`src/rtl/fir_pkg.sv`:
```
// Shared FIR datapath types: sample width and the signed sample type used by the FIR core and its sinks.
package fir_pkg;
   localparam int FIR_DATA_W = 10;
   typedef logic signed [FIR_DATA_W-1:0] fir_sample_t;
endpackage

```
`src/rtl/fir_dec_sink_if.sv`:
```
// Stream-in / valid-ready-out bundle of the FIR decimating sink; slave is the sink's view.
interface fir_dec_sink_if #(
   parameter int DATA_W     = fir_pkg::FIR_DATA_W,
   parameter int FIFO_DEPTH = 4
);
   localparam int LVL_W = $clog2(FIFO_DEPTH) + 1;

   logic signed [DATA_W-1:0] data_i;
   logic                     valid_i;
   logic                     phase_clr_i;
   logic signed [DATA_W-1:0] data_o;
   logic                     valid_o;
   logic                     ready_i;
   logic [LVL_W-1:0]         level_o;
   logic                     overflow_o;

   modport master (
      output data_i, valid_i, phase_clr_i, ready_i,
      input  data_o, valid_o, level_o, overflow_o
   );

   modport slave (
      input  data_i, valid_i, phase_clr_i, ready_i,
      output data_o, valid_o, level_o, overflow_o
   );
endinterface

```
`src/rtl/fir_sync_fifo.sv`:
```
// Synchronous FIFO, wrap pointers with extra bit; head visible combinationally, last popped value held when empty.
// Push while full succeeds only alongside a pop; otherwise it is ignored and content is untouched.
module fir_sync_fifo #(
   parameter int W     = 10,
   parameter int DEPTH = 4,
   localparam int AW    = $clog2(DEPTH),
   localparam int LVL_W = AW + 1
) (
   input  logic             clk,
   input  logic             rst,
   input  logic             push,
   input  logic [W-1:0]     push_dat,
   input  logic             pop,
   output logic [W-1:0]     head_dat,
   output logic             full,
   output logic             empty,
   output logic [LVL_W-1:0] level
);
   logic [W-1:0] mem [DEPTH];
   logic [AW:0]  wr_ptr;
   logic [AW:0]  rd_ptr;
   logic [W-1:0] last_dat;
   logic         wr_en;
   logic         rd_en;

   assign level    = wr_ptr - rd_ptr;
   assign full     = (level == LVL_W'(DEPTH));
   assign empty    = (wr_ptr == rd_ptr);
   assign rd_en    = pop && !empty;
   assign wr_en    = push && (!full || rd_en);
   assign head_dat = empty ? last_dat : mem[rd_ptr[AW-1:0]];

   always_ff @(posedge clk) begin
      if (rst) begin
         wr_ptr   <= '0;
         rd_ptr   <= '0;
         last_dat <= '0;
      end else begin
         if (wr_en) wr_ptr <= wr_ptr + 1'b1;
         if (rd_en) begin
            rd_ptr   <= rd_ptr + 1'b1;
            last_dat <= mem[rd_ptr[AW-1:0]];
         end
      end
   end

   // On full+pop the write lands in the slot being vacated this same edge.
   always_ff @(posedge clk) begin
      if (wr_en) mem[wr_ptr[AW-1:0]] <= push_dat;
   end
endmodule

```
`src/rtl/fir_dec_sink.sv`:
```
// Decimate-by-2**DEC_LOG2 sink behind the FIR; result visible 1 clk after the M-th sample; input never stalls,
// full FIFO without a same-cycle pop drops the result and sets sticky overflow. FIR_DEC_AVG_EN selects averaging.
module fir_dec_sink
   import fir_pkg::*;
#(
   parameter int DATA_W     = FIR_DATA_W,
   parameter int DEC_LOG2   = 2,
   parameter int FIFO_DEPTH = 4
) (
   input logic          clk,
   input logic          rst,
   fir_dec_sink_if.slave bus
);
   logic [DEC_LOG2-1:0]      phase;
   logic [DEC_LOG2-1:0]      phase_eff;
   logic                     dec_vld;
   logic signed [DATA_W-1:0] dec_dat;
   logic                     fifo_full;
   logic                     fifo_empty;
   logic                     pop;
   logic                     overflow;

   // A clear in the same cycle as a sample makes that sample phase 0.
   assign phase_eff = bus.phase_clr_i ? '0 : phase;
   assign dec_vld   = bus.valid_i && (phase_eff == '1);
   assign pop       = bus.ready_i && !fifo_empty;

   always_ff @(posedge clk) begin
      if (rst)                  phase <= '0;
      else if (bus.valid_i)     phase <= phase_eff + 1'b1;
      else if (bus.phase_clr_i) phase <= '0;
   end

`ifdef FIR_DEC_AVG_EN
   localparam int ACC_W = DATA_W + DEC_LOG2;
   logic signed [ACC_W-1:0] acc;
   logic signed [ACC_W-1:0] data_ext;
   logic signed [ACC_W-1:0] sum_nxt;

   assign data_ext = {{DEC_LOG2{bus.data_i[DATA_W-1]}}, bus.data_i};
   assign sum_nxt  = (phase_eff == '0) ? data_ext : acc + data_ext;
   // Dropping the low bits of the sum is the floor-rounded arithmetic divide by M.
   assign dec_dat  = sum_nxt[ACC_W-1:DEC_LOG2];

   always_ff @(posedge clk) begin
      if (rst)                  acc <= '0;
      else if (bus.valid_i)     acc <= sum_nxt;
      else if (bus.phase_clr_i) acc <= '0;
   end
`else
   assign dec_dat = bus.data_i;
`endif

   always_ff @(posedge clk) begin
      if (rst)                                  overflow <= 1'b0;
      else if (dec_vld && fifo_full && !pop)    overflow <= 1'b1;
   end

   fir_sync_fifo #(
      .W     (DATA_W),
      .DEPTH (FIFO_DEPTH)
   ) u_fifo (
      .clk      (clk),
      .rst      (rst),
      .push     (dec_vld),
      .push_dat (dec_dat),
      .pop      (pop),
      .head_dat (bus.data_o),
      .full     (fifo_full),
      .empty    (fifo_empty),
      .level    (bus.level_o)
   );

   assign bus.valid_o    = !fifo_empty;
   assign bus.overflow_o = overflow;
endmodule

```
`src/flat_wrapper.sv`:
```
// flat-port wrapper written by rule: the top's interface ports become plain ports
module fir_dec_sink_flat import fir_pkg::*;
#(
   parameter int DATA_W     = FIR_DATA_W,
   parameter int DEC_LOG2   = 2,
   parameter int FIFO_DEPTH = 4
)
  (clk, rst, bus_data_i, bus_valid_i, bus_phase_clr_i, bus_ready_i, bus_data_o, bus_valid_o, bus_level_o, bus_overflow_o);
  fir_dec_sink_if #(.DATA_W(DATA_W), .FIFO_DEPTH(FIFO_DEPTH)) bus_i ();
  input logic clk;
  input logic rst;
  input wire logic [$bits(bus_i.data_i)-1:0] bus_data_i;
  input wire logic [$bits(bus_i.valid_i)-1:0] bus_valid_i;
  input wire logic [$bits(bus_i.phase_clr_i)-1:0] bus_phase_clr_i;
  input wire logic [$bits(bus_i.ready_i)-1:0] bus_ready_i;
  output wire logic [$bits(bus_i.data_o)-1:0] bus_data_o;
  output wire logic [$bits(bus_i.valid_o)-1:0] bus_valid_o;
  output wire logic [$bits(bus_i.level_o)-1:0] bus_level_o;
  output wire logic [$bits(bus_i.overflow_o)-1:0] bus_overflow_o;
  assign bus_i.data_i = bus_data_i;
  assign bus_i.valid_i = bus_valid_i;
  assign bus_i.phase_clr_i = bus_phase_clr_i;
  assign bus_i.ready_i = bus_ready_i;
  assign bus_data_o = bus_i.data_o;
  assign bus_valid_o = bus_i.valid_o;
  assign bus_level_o = bus_i.level_o;
  assign bus_overflow_o = bus_i.overflow_o;
  fir_dec_sink #(.DATA_W(DATA_W), .DEC_LOG2(DEC_LOG2), .FIFO_DEPTH(FIFO_DEPTH)) u_core (.clk(clk), .rst(rst), .bus(bus_i));
endmodule
```
`config.mk`:
```
export PLATFORM = sky130hd
export DESIGN_NAME = fir_dec_sink_flat
export DESIGN_NICKNAME = d
export VERILOG_FILES = /design/src/rtl/fir_pkg.sv /design/src/rtl/fir_dec_sink_if.sv /design/src/rtl/fir_sync_fifo.sv /design/src/rtl/fir_dec_sink.sv /design/src/flat_wrapper.sv
export SDC_FILE = /design/constraint.sdc
export NUM_CORES = 1
export LEC_CHECK = 0
export BUFFER_PORTS_ARGS = -buffer_cell sky130_fd_sc_hd__buf_2
export CORE_ASPECT_RATIO = 0.5
export CORE_MARGIN = 8
export CORE_UTILIZATION = 45
export DETAILED_ROUTE_END_ITERATION = 12
export GPL_TIMING_DRIVEN = 0
export PLACE_DENSITY = 0.67
export SLEW_MARGIN = 20
export SYNTH_ARGS = -nofsm -noshare
export SYNTH_HDL_FRONTEND = slang
export SYNTH_SLANG_ARGS = --single-unit
```
`constraint.sdc`:
```
create_clock -name clk -period 2.1 [get_ports clk]
set_input_delay 0.21 -clock clk [delete_from_list [all_inputs] [get_ports clk]]
set_output_delay 0.21 -clock clk [all_outputs]
set_load 0.02 [all_outputs]
```
==> results of run 1 <==
final cells by class:
type                       count  area [µm²]  share of cell area
sequential                    61        1630               0.491
multi-input combinational     92         997               0.300
clock buffer                  10         229              0.0689
timing repair buffer          36         218              0.0655
tap                           73        91.3              0.0275
clock inverter                 5        76.3              0.0230
buffer                         5        50.0              0.0151
inverter                       7        28.8             0.00866
how the worst max path moves through the flow:
stage,startpoint,end,slack [ps]
floorplan,u_core.u_fifo.wr_ptr[0],u_core.u_fifo.mem[0][0],-10
detailed placement,u_core.u_fifo.wr_ptr[0],u_core.u_fifo.mem[2][7],-240
global placement,u_core.u_fifo.wr_ptr[0],u_core.u_fifo.mem[2][7],-190
global route,u_core.u_fifo.wr_ptr[0],u_core.u_fifo.mem[0][3],-80
CTS,u_core.u_fifo.wr_ptr[0],u_core.u_fifo.mem[0][3],7
finish,u_core.u_fifo.wr_ptr[0],u_core.u_fifo.mem[2][7],-20
cells in the mapped netlist, drive strengths merged (4+ instances only):
library cell and count:
edfxtp 40, dfxtp 21, nor2 19, mux2i 13, mux2 12, mux4 10
ha 8, inv 7, buf 4, xnor2 4
cell families after synthesis:
group | count (synthesis)
flip-flops | 61
multiplexers | 35
AND/OR/NAND/NOR | 33
buffers and inverters | 13
adder cells (fa/ha/maj) | 9
AO/OA/AOI/OAI | 7
XOR/XNOR | 5
layer usage:
layer  share of wire  vias to the layer above  track usage
met5               0                        -            0
met3           0.057                        0       0.0577
met1            0.42                      779        0.155
met4               0                        0       0.0358
li1                -                      702            -
met2            0.52                       34        0.237
state kept, by name, indices dropped and copies added, names as in the netlist, named ones only:
register and cells:
u_core.u_fifo.last_dat 10, u_core.u_fifo.rd_ptr 3, u_core.u_fifo.wr_ptr 3, u_core.bus.overflow_o 1, u_core.u_fifo.mem 40, u_core.phase 2
power by group through the flow:
stage | registers, mW | logic, mW | clock network (mW)
floorplan | 1.31 | 0.0184 | 0
global placement | 1.31 | 0.0442 | 0
detailed placement | 1.31 | 0.0476 | 0
CTS | 1.28 | 0.0491 | 1.52
global route | 1.28 | 0.0553 | 1.57
finish | 1.28 | 0.0495 | 1.50
metrics by stage:
step	instance area, µm²	power, mW	worst slack (ps)
3_5_place_dp	2830	1.35	-243
4_1_cts	3290	2.85	7.16
6_report	3320	2.83	-22.9
2_1_floorplan	2600	1.32	-11.3
3_3_place_gp	2830	1.35	-193
5_1_grt	3320	2.91	-80.9
timing repair:
action	4_1_cts	5_1_grt
buffers inserted	5	1
endpoints found under the setup margin	52	40
hold endpoints to repair	0	0
resized for setup	22	6
gates cloned	3	1
pin swaps	7	0
==> metrics.txt, run 1 <==
crit path time final about 2100 ps; r2r endpoint u_core.u_fifo.mem[2][7]; hold path cells 1; setup_tns -430 ps; Adder-Cell Fraction of Synth Area 0.0466; outcome finished, violations left; Int Power between 2 and 2.5 mW; Pleak about 1.3 nW; Sequential Power Share 0.453; mux contribution to synthesized area 0.193; 1st-iter DRT viols ~110; share of the yosys chip area belonging to registers 0.629; core area roughly 0.0055 mm²; CP Cell Sequence inv_4 -> ha_4 -> fa_2 -> and3_4 -> a31oi_4 -> o31a_4 -> and2_4; share of post-route cells with drive strength above 1 0.444; Final Hold Slack approximately 100 ps; max-cap violations 0; combinational fraction of design power 0.018; Layout Nets ~240; die footprint 0.00855 mm²; Critical Path Sink Type flip-flop; count of cell types in the netlist 29; Final Non-Filler Cells approximately 290; Vert. Die Dim 69.5 µm; most common cell after layout, fill and taps aside edfxtp_1; final core utilization 0.602; Slew HR 0.623; Worst VDD drop between 500 and 600 µV; power per cell area ~850 mW/mm²; Clk Latency, worst-skew pair 320 ps; Yosys top cell area share 0.466; total global routing overflow 0; Max Slew Vio Count 0; WP data required roughly 2100 ps; first-pass GRT wire length slightly below 9000 µm; initial antenna violation count 0; average vias per placed instance 5.24; Clock Path Buffers 2; Port Buffer Count 29; Worst path depth 7; maximum clock rate around 470 MHz; drt drc 0; syn avg cell area 15.8 µm²; Worst-path clk slew roughly 50 ps; Worst Path Arrival 2150 ps; final setup margin -22.9 ps; sw frac 0.178; max incr delay on CP approximately 450 ps; Clk network pwr share 0.530; worst-path fanout max 7; commonest non-fill, non-tap cells in the layout edfxtp_1, buf_2, nor2_1, dfxtp_1, mux2i_1; GRT Util Overall 0.138; Slowest-stage cell, CP fa_2; Synth Area in Compound Gates 0.0253; num ports 30; Clock Tree Root clkbuf_16; reg2reg path depth 7; Hold Path Class input port to flip-flop; routability congestion estimate approximately 0.75; Layout Area Growth over Synthesis 28.9%; Synth Area in XOR/XNOR 0.0228; # diodes 0; CP Class flip-flop to flip-flop; Sink Count 61; Top delay family on crit path adder cells; WHS Endpoint u_core.u_fifo.mem[2][1]; RSZ-0062 raised after global routing yes; H-tree Lvls 3; combinational family with the most area after synthesis multiplexers; EDFF count, synth 40; fill count approximately 430; failing checks negative setup slack; effective utilization at floorplan 0.467; Setup Skew about 7.7 ps; synthesized area 0.00258 mm²; worst reg2reg startpoint u_core.u_fifo.wr_ptr[0]; vias in the first global route between 1,500 and 2,000; post-synthesis simple-gate area fraction 0.0597; ys async rst share 0; Setup-failing EPs final 28; fin crit share 1.01; CTS tree done; total CTS buffers 9; crit path buf inv count 1; Routed WL around 5600 µm; YS warnings 0; worst slew pin tran 565 ps; Seq cells post-synth 61; Pre-antenna DRT Iters 4; register-to-register setup slack -20 ps; Most used DFF post-synth edfxtp_1; Antenna Nets Post-Route 0; Placed Cells approximately 270; largest area contributor in the netlist edfxtp_1; Cells after Synth around 160; chip width around 120 µm; Fin. Hold Viols 0; Hold Buf Count CTS 0; largest net degree at the start of global routing 11; HP Start bus_data_i[1]; post-DP HPWL approximately 3200 µm; num rows 19; WL/cell 19.2 µm; detailed-route via count about 1,500; CP startpoint kind flip-flop; synthesized net count around 190; Synth area leaders edfxtp_1, dfxtp_1, mux4_2; P_sw a little over 500 µW
Power figures use the tool's default switching activity.
==> run 2, diff against run 1 <==
- ABC_AREA: default -> 1
- HOLD_SLACK_MARGIN: default -> 0.12
- PLACE_DENSITY: 0.67 -> 0.66
==> metrics.txt, run 2 <==
outcome finished clean; effective utilization at floorplan 0.477 (+0.00971); worst slew pin tran 374 ps (-192 ps); Final Hold Slack 174 ps (+71.6 ps); Worst path depth 9 (+2); CTS tree done; post-DP HPWL 3930 µm (+21%); ys async rst share 0 (unchanged); Storage cell area 0.00163 mm² (-0.23%); routability congestion estimate 0.757 (+0.49%); vias in the first global route 2,014 (+23%); WP data required 2150 ps (+20 ps); initial antenna violation count 0 (unchanged); Pre-antenna DRT Iters 4 (unchanged); crit path time final 2060 ps (-60.6 ps); fin crit share 0.982 (-0.0289); Cells after Synth 263 (+61%); commonest non-fill, non-tap cells in the layout nor2_1, nand2_1, edfxtp_1, buf_2, o21ai_0; Fin. Hold Viols 0 (unchanged); maximum clock rate 485 MHz (+2.9%); post-route design area 0.00362 mm² (+8.9%); WL/cell 15.7 µm (-18%); fill count 412 (-4.4%); share of post-route cells with drive strength above 1 0.293 (-0.151); Worst VDD drop 655 µV (+22%); synthesized net count 287 (+53%); CP Class flip-flop to flip-flop; max-cap violations 0 (unchanged); Clock Path Buffers 2 (unchanged); GRT Util Overall 0.145 (+0.00703); Layout Nets 353 (+50%); total global routing overflow 0 (unchanged); most common cell after layout, fill and taps aside nor2_1; Seq cells post-synth 61 (unchanged); worst-path fanout max 5 (-2); Setup-failing EPs final 0 (-100%); Placement Cell Area 0.00294 mm² (+3.8%); chip width 125 µm (+1.5%); Placed Cells 365 (+38%); crit path to u_core.u_fifo.mem[3][7]; detailed-route via count 2,062 (+36%); num ports 30 (unchanged); CP Cell Sequence inv_2 -> ha_4 -> fa_1 -> nand2_1 -> inv_2 -> nand3_4 -> nand2_8 -> nor2_4 -> clkbuf_16; Largest register FFs 40 (unchanged); Vert. Die Dim 70.4 µm (+1.3%); top cells by count, synth nor2_1, nand2_1, edfxtp_1; largest area contributor in the netlist edfxtp_1; CP startpoint kind flip-flop; register-to-register setup slack 40 ps (+60 ps); num rows 19 (unchanged); Antenna Nets Post-Route 0 (unchanged); die footprint 0.00879 mm² (+2.8%); H-tree Lvls 3 (unchanged); r2r endpoint u_core.u_fifo.mem[3][7]; multi-input logic area 956 µm² (-4.1%); Most used DFF post-synth edfxtp_1; Layout Area Growth over Synthesis 35.8%; Slowest-stage cell, CP fa_1; crit path buf inv count 3 (+2); Hold Path Class input port to flip-flop; Setup Skew 4.76 ps (-2.96 ps); share of the yosys chip area belonging to registers 0.609 (-0.0207); Worst Path Arrival 2110 ps (-40 ps); Critical Path Sink Type flip-flop; count leader, synth nor2_1; critical path's most frequent cell inv_2; Yosys top cell area share 0.451 (-0.0153); drt drc 0 (unchanged); Synth area leaders edfxtp_1, dfxtp_1, nor2_1; average vias per placed instance 5.07 (-3.4%); Final Non-Filler Cells 407 (+41%); Top delay family on crit path adder cells; synthesized area 0.00266 mm² (+3.4%); Max Slew Vio Count 0 (unchanged); YS warnings 0 (unchanged); reg2reg path depth 9 (+2); Clock Tree Root clkbuf_16; max incr delay on CP 470 ps (+20 ps); Sink Count 61 (unchanged); first-pass GRT wire length 10,100 µm (+15%); Slew HR 0.750 (+0.127); count of cell types in the netlist 25 (-14%); Clk Latency, worst-skew pair 330 ps (about the same); syn avg cell area 10.1 µm² (-36%); Port Buffer Count 29 (unchanged); Routed WL 6370 µm (+15%); Worst-path clk slew 50 ps (about the same); worst reg2reg startpoint u_core.u_fifo.wr_ptr[0]; total CTS buffers 9 (unchanged); EDFF count, synth 40 (unchanged); Pleak 1.51 nW (+20%); # diodes 0 (unchanged); worst setup path start u_core.u_fifo.wr_ptr[0]; largest net degree at the start of global routing 13 (+2); core area 0.00559 mm² (+1.3%); 1st-iter DRT viols 212 (+100%); power per cell area 1010 mW/mm² (+19%)
-- run 2: cell count changes after synthesis, moves of 5 or more --
cell	delta
a21oi_1	+7
nor2_1	+30
mux2_2	-10
o21ai_2	+8
mux2i_1	-13
nand3_1	+5
mux4_2	-10
inv_1	+16
nand2_1	+39
o22ai_1	+10
o21ai_0	+27
-- run 2: report_power, final --
part / switching [mW] / total (mW) / internal, mW
combinational: 0.454 / 0.733 / 0.278
sequential: 0.0300 / 1.35 / 1.32
clock: 0.537 / 1.58 / 1.05
-- run 2: kinds of logic (layout without fill, tap and decap cells) --
logic type / Yosys count / count (layout) / synth area share
compound gates: 53 / 53 / 0.116
flops: 61 / 61 / 0.609
fa+ha+maj: 9 / 9 / 0.0451
simple gates: 104 / 104 / 0.170
xor+xnor: 1 / 1 / 0.00329
buf+inv: 35 / 106 / 0.0578
-- run 2: tightest hold or removal path, stage by stage --
cell     delay (ps)
buf_2            70
inv_1            40
nand2_1          70
a21oi_1          60
-- run 2: cell type report --
class                      count  share of cell area
multi-input combinational    167               0.264
sequential                    61               0.450
buffer                         9              0.0183
clock inverter                 6              0.0263
clock buffer                  10              0.0633
tap                           73              0.0252
timing repair buffer          55               0.124
inverter                      26              0.0290
-- run 2: layer usage --
metal | track usage | routed length [µm]
met5 | 0 | 0
met4 | 0.0556 | 74
met3 | 0.0527 | 551
met2 | 0.232 | 2990
met1 | 0.176 | 2760
-- run 2: per-stage QoR --
stage | util | TNS [ps] | worst slack [ps] | total power, mW
floorplan | - | 0 | 47.3 | 1.78
global placement | 0.526 | -3820 | -111 | 1.97
detailed placement | 0.526 | -5810 | -159 | 1.98
CTS | 0.620 | 0 | 6.07 | 3.59
global route | 0.648 | -257 | -41.7 | 3.82
finish | 0.648 | 0 | 37.7 | 3.67
-- run 2: how the worst min path moves through the flow --
stage / start / endpoint / slack (ps) / cells after the start
2_1_floorplan: rst / u_core.bus.overflow_o / 280 / 1
4_1_cts: bus_phase_clr_i / u_core.phase[1] / 170 / 4
3_3_place_gp: rst / u_core.bus.overflow_o / 380 / 2
5_1_grt: bus_valid_i / u_core.phase[0] / 180 / 3
3_5_place_dp: rst / u_core.bus.overflow_o / 390 / 2
6_report: bus_phase_clr_i / u_core.phase[1] / 170 / 4
-- run 2: what timing repair did --
item | CTS | global route
cloned | 0 | 1
gates resized for setup | 6 | 17
hold buffers | 11 | 0
buffers inserted | 4 | 10
pin swaps | 5 | 5
hold endpoints to repair | 41 | 0
setup endpoints to repair | 51 | 51
==> run 3, diff against run 2 <==
- CTS_BUF_LIST: default -> sky130_fd_sc_hd__clkbuf_4 sky130_fd_sc_hd__clkbuf_8
- RECOVER_POWER: default -> 25
- clock period: 2.1 -> 1.8 ns (I/O delays scaled with it)
==> metrics.txt, run 3 (synthesis gave the netlist of run 2 again) <==
outcome finished, violations left; failing checks negative setup slack; Worst VDD drop 526 µV (-20%); 1st-iter DRT viols 186 (-12%); Worst Path Arrival 1910 ps (-200 ps); initial antenna violation count 0 (unchanged); first-pass GRT wire length 10,300 µm (+2.4%); Layout Nets 348 (-1.4%); vias in the first global route 2,030 (+0.79%); detailed-route via count 2,076 (+0.68%); post-route design area 0.00366 mm² (+1.2%); effective utilization at floorplan 0.477 (unchanged); Sink Count 61 (unchanged); power per cell area 1050 mW/mm² (+3.8%); total CTS buffers 9 (unchanged); Slowest-stage cell, CP fa_2; Fin. Hold Viols 0 (unchanged); Setup Skew 5.27 ps (+0.517 ps); RSZ-0062 raised after global routing yes; maximum clock rate 540 MHz (+11%); commonest non-fill, non-tap cells in the layout nor2_1, edfxtp_1, nand2_1, nand2_2, o21ai_0; Worst-path clk slew 70 ps (+20 ps); total global routing overflow 0 (unchanged); max incr delay on CP 430 ps (-40 ps); die footprint 0.00879 mm² (unchanged); Placement Cell Area 0.00297 mm² (+0.94%); chip width 125 µm (unchanged); CTS tree done; Clock Tree Root clkbuf_8; Routed WL 6550 µm (+2.7%); Antenna Nets Post-Route 0 (unchanged); WL/cell 16.3 µm (+4.0%); worst-path fanout max 10 (+5); crit path buf inv count 3 (unchanged); H-tree Lvls 3 (unchanged); Setup WS pre-CTS -310 ps (-151 ps); crit path time final 1850 ps (-209 ps); fin crit share 1.03 (+0.0474); Critical Path Sink Type flip-flop; Overall Power 3.85 mW (+5.1%); GRT Util Overall 0.151 (+0.00537); num rows 19 (unchanged); Top delay family on crit path adder cells; worst slew pin tran 356 ps (-17.6 ps); Clk Latency, worst-skew pair 340 ps (about the same); drt drc 0 (unchanged); largest net degree at the start of global routing 14 (+1); Pre-antenna DRT Iters 4 (unchanged); Port Buffer Count 29 (unchanged); Layout Area Growth over Synthesis 37.5%; Hold Path Class input port to flip-flop; CP Cell Sequence inv_4 -> ha_4 -> fa_2 -> nand2_1 -> inv_2 -> nand3_4 -> nand2_8 -> nor2_4 -> buf_12; Clock Path Buffers 2 (unchanged); average vias per placed instance 5.16 (+1.9%); Setup-failing EPs final 51 (+51); most common cell after layout, fill and taps aside nor2_1; share of post-route cells with drive strength above 1 0.383 (+0.0896); routability congestion estimate 0.786 (+3.8%); CP Class flip-flop to flip-flop; Vert. Die Dim 70.4 µm (unchanged); WP data required 1860 ps (-290 ps); Max Slew Vio Count 0 (unchanged); core area 0.00559 mm² (unchanged); Largest register FFs 40 (unchanged); Pleak 1.45 nW (-3.8%); num ports 30 (unchanged); Final Hold Slack 135 ps (-38.8 ps); final setup margin -53.0 ps (-90.8 ps); # diodes 0 (unchanged); max-cap violations 0 (unchanged); Slew HR 0.762 (+0.0117); CP startpoint kind flip-flop; post-DP HPWL 3850 µm (-1.8%)
## run 3: changes by cell type in the layout (fill, tap and decap cells not counted), sizes merged
| cell | before | now |
|---|---|---|
| buf | 47 | 40 |
| inv | 27 | 28 |
| clkbuf | 16 | 17 |
| bufinv | 2 | 1 |
| clkinvlp | 0 | 1 |
## run 3: metal layers
layer	GRT usage	vias up	share of wire
met5	0	-	0
met4	0.0570	0	0.015
met3	0.0512	11	0.067
met2	0.244	67	0.49
met1	0.182	994	0.43
li1	-	1004	-
## run 3: power by group
group | switching, mW | internal [mW] | total (mW)
combinational | 0.592 | 0.434 | 1.03
sequential | 0.0360 | 1.53 | 1.57
clock | 0.598 | 0.658 | 1.26
## run 3: path summary, 6_finish.rpt
check,from,end,cells past startpoint,slack (ps)
worst min-delay path,bus_phase_clr_i,u_core.phase[1],4,140
worst min register to register,u_core.bus.overflow_o,u_core.bus.overflow_o,2,470
worst max register to register,u_core.u_fifo.wr_ptr[0],u_core.u_fifo.mem[1][3],9,-50
worst max-delay path,u_core.u_fifo.wr_ptr[0],u_core.u_fifo.mem[1][3],9,-50
## run 3: worst reg2reg max path, cell delays in order (launching register included)
cell,delay (ps)
dfxtp_4,360
inv_4,60
ha_4,120
fa_2,430
nand2_1,100
inv_2,50
nand3_4,90
nand2_8,90
nor2_4,140
buf_12,140
## run 3: cell type report
class | instances | area, µm²
buffer | 9 | 78.8
clock buffer | 9 | 124
clock inverter | 7 | 81.3
fill | 435 | 1920
inverter | 26 | 108
multi-input combinational | 167 | 1090
sequential | 61 | 1630
tap | 73 | 91.3
timing repair buffer | 50 | 462
## run 3: what timing repair did
action,in CTS,in global routing
gates cloned,1,0
resized for setup,40,54
endpoints found under the hold margin,41,0
pin swaps,10,9
setup buffers,9,0
endpoints found under the setup margin,53,56
hold buffers,11,0
## run 3: metrics by stage
step | TNS (ps) | std cells | util
after CTS | -2750 | 402 | 0.632
after global routing | -5330 | 402 | 0.656
after global placement | -10530 | 365 | 0.531
after detailed placement | -11630 | 365 | 0.531
after floorplan | -1690 | 263 | -
final | -1990 | 402 | 0.656
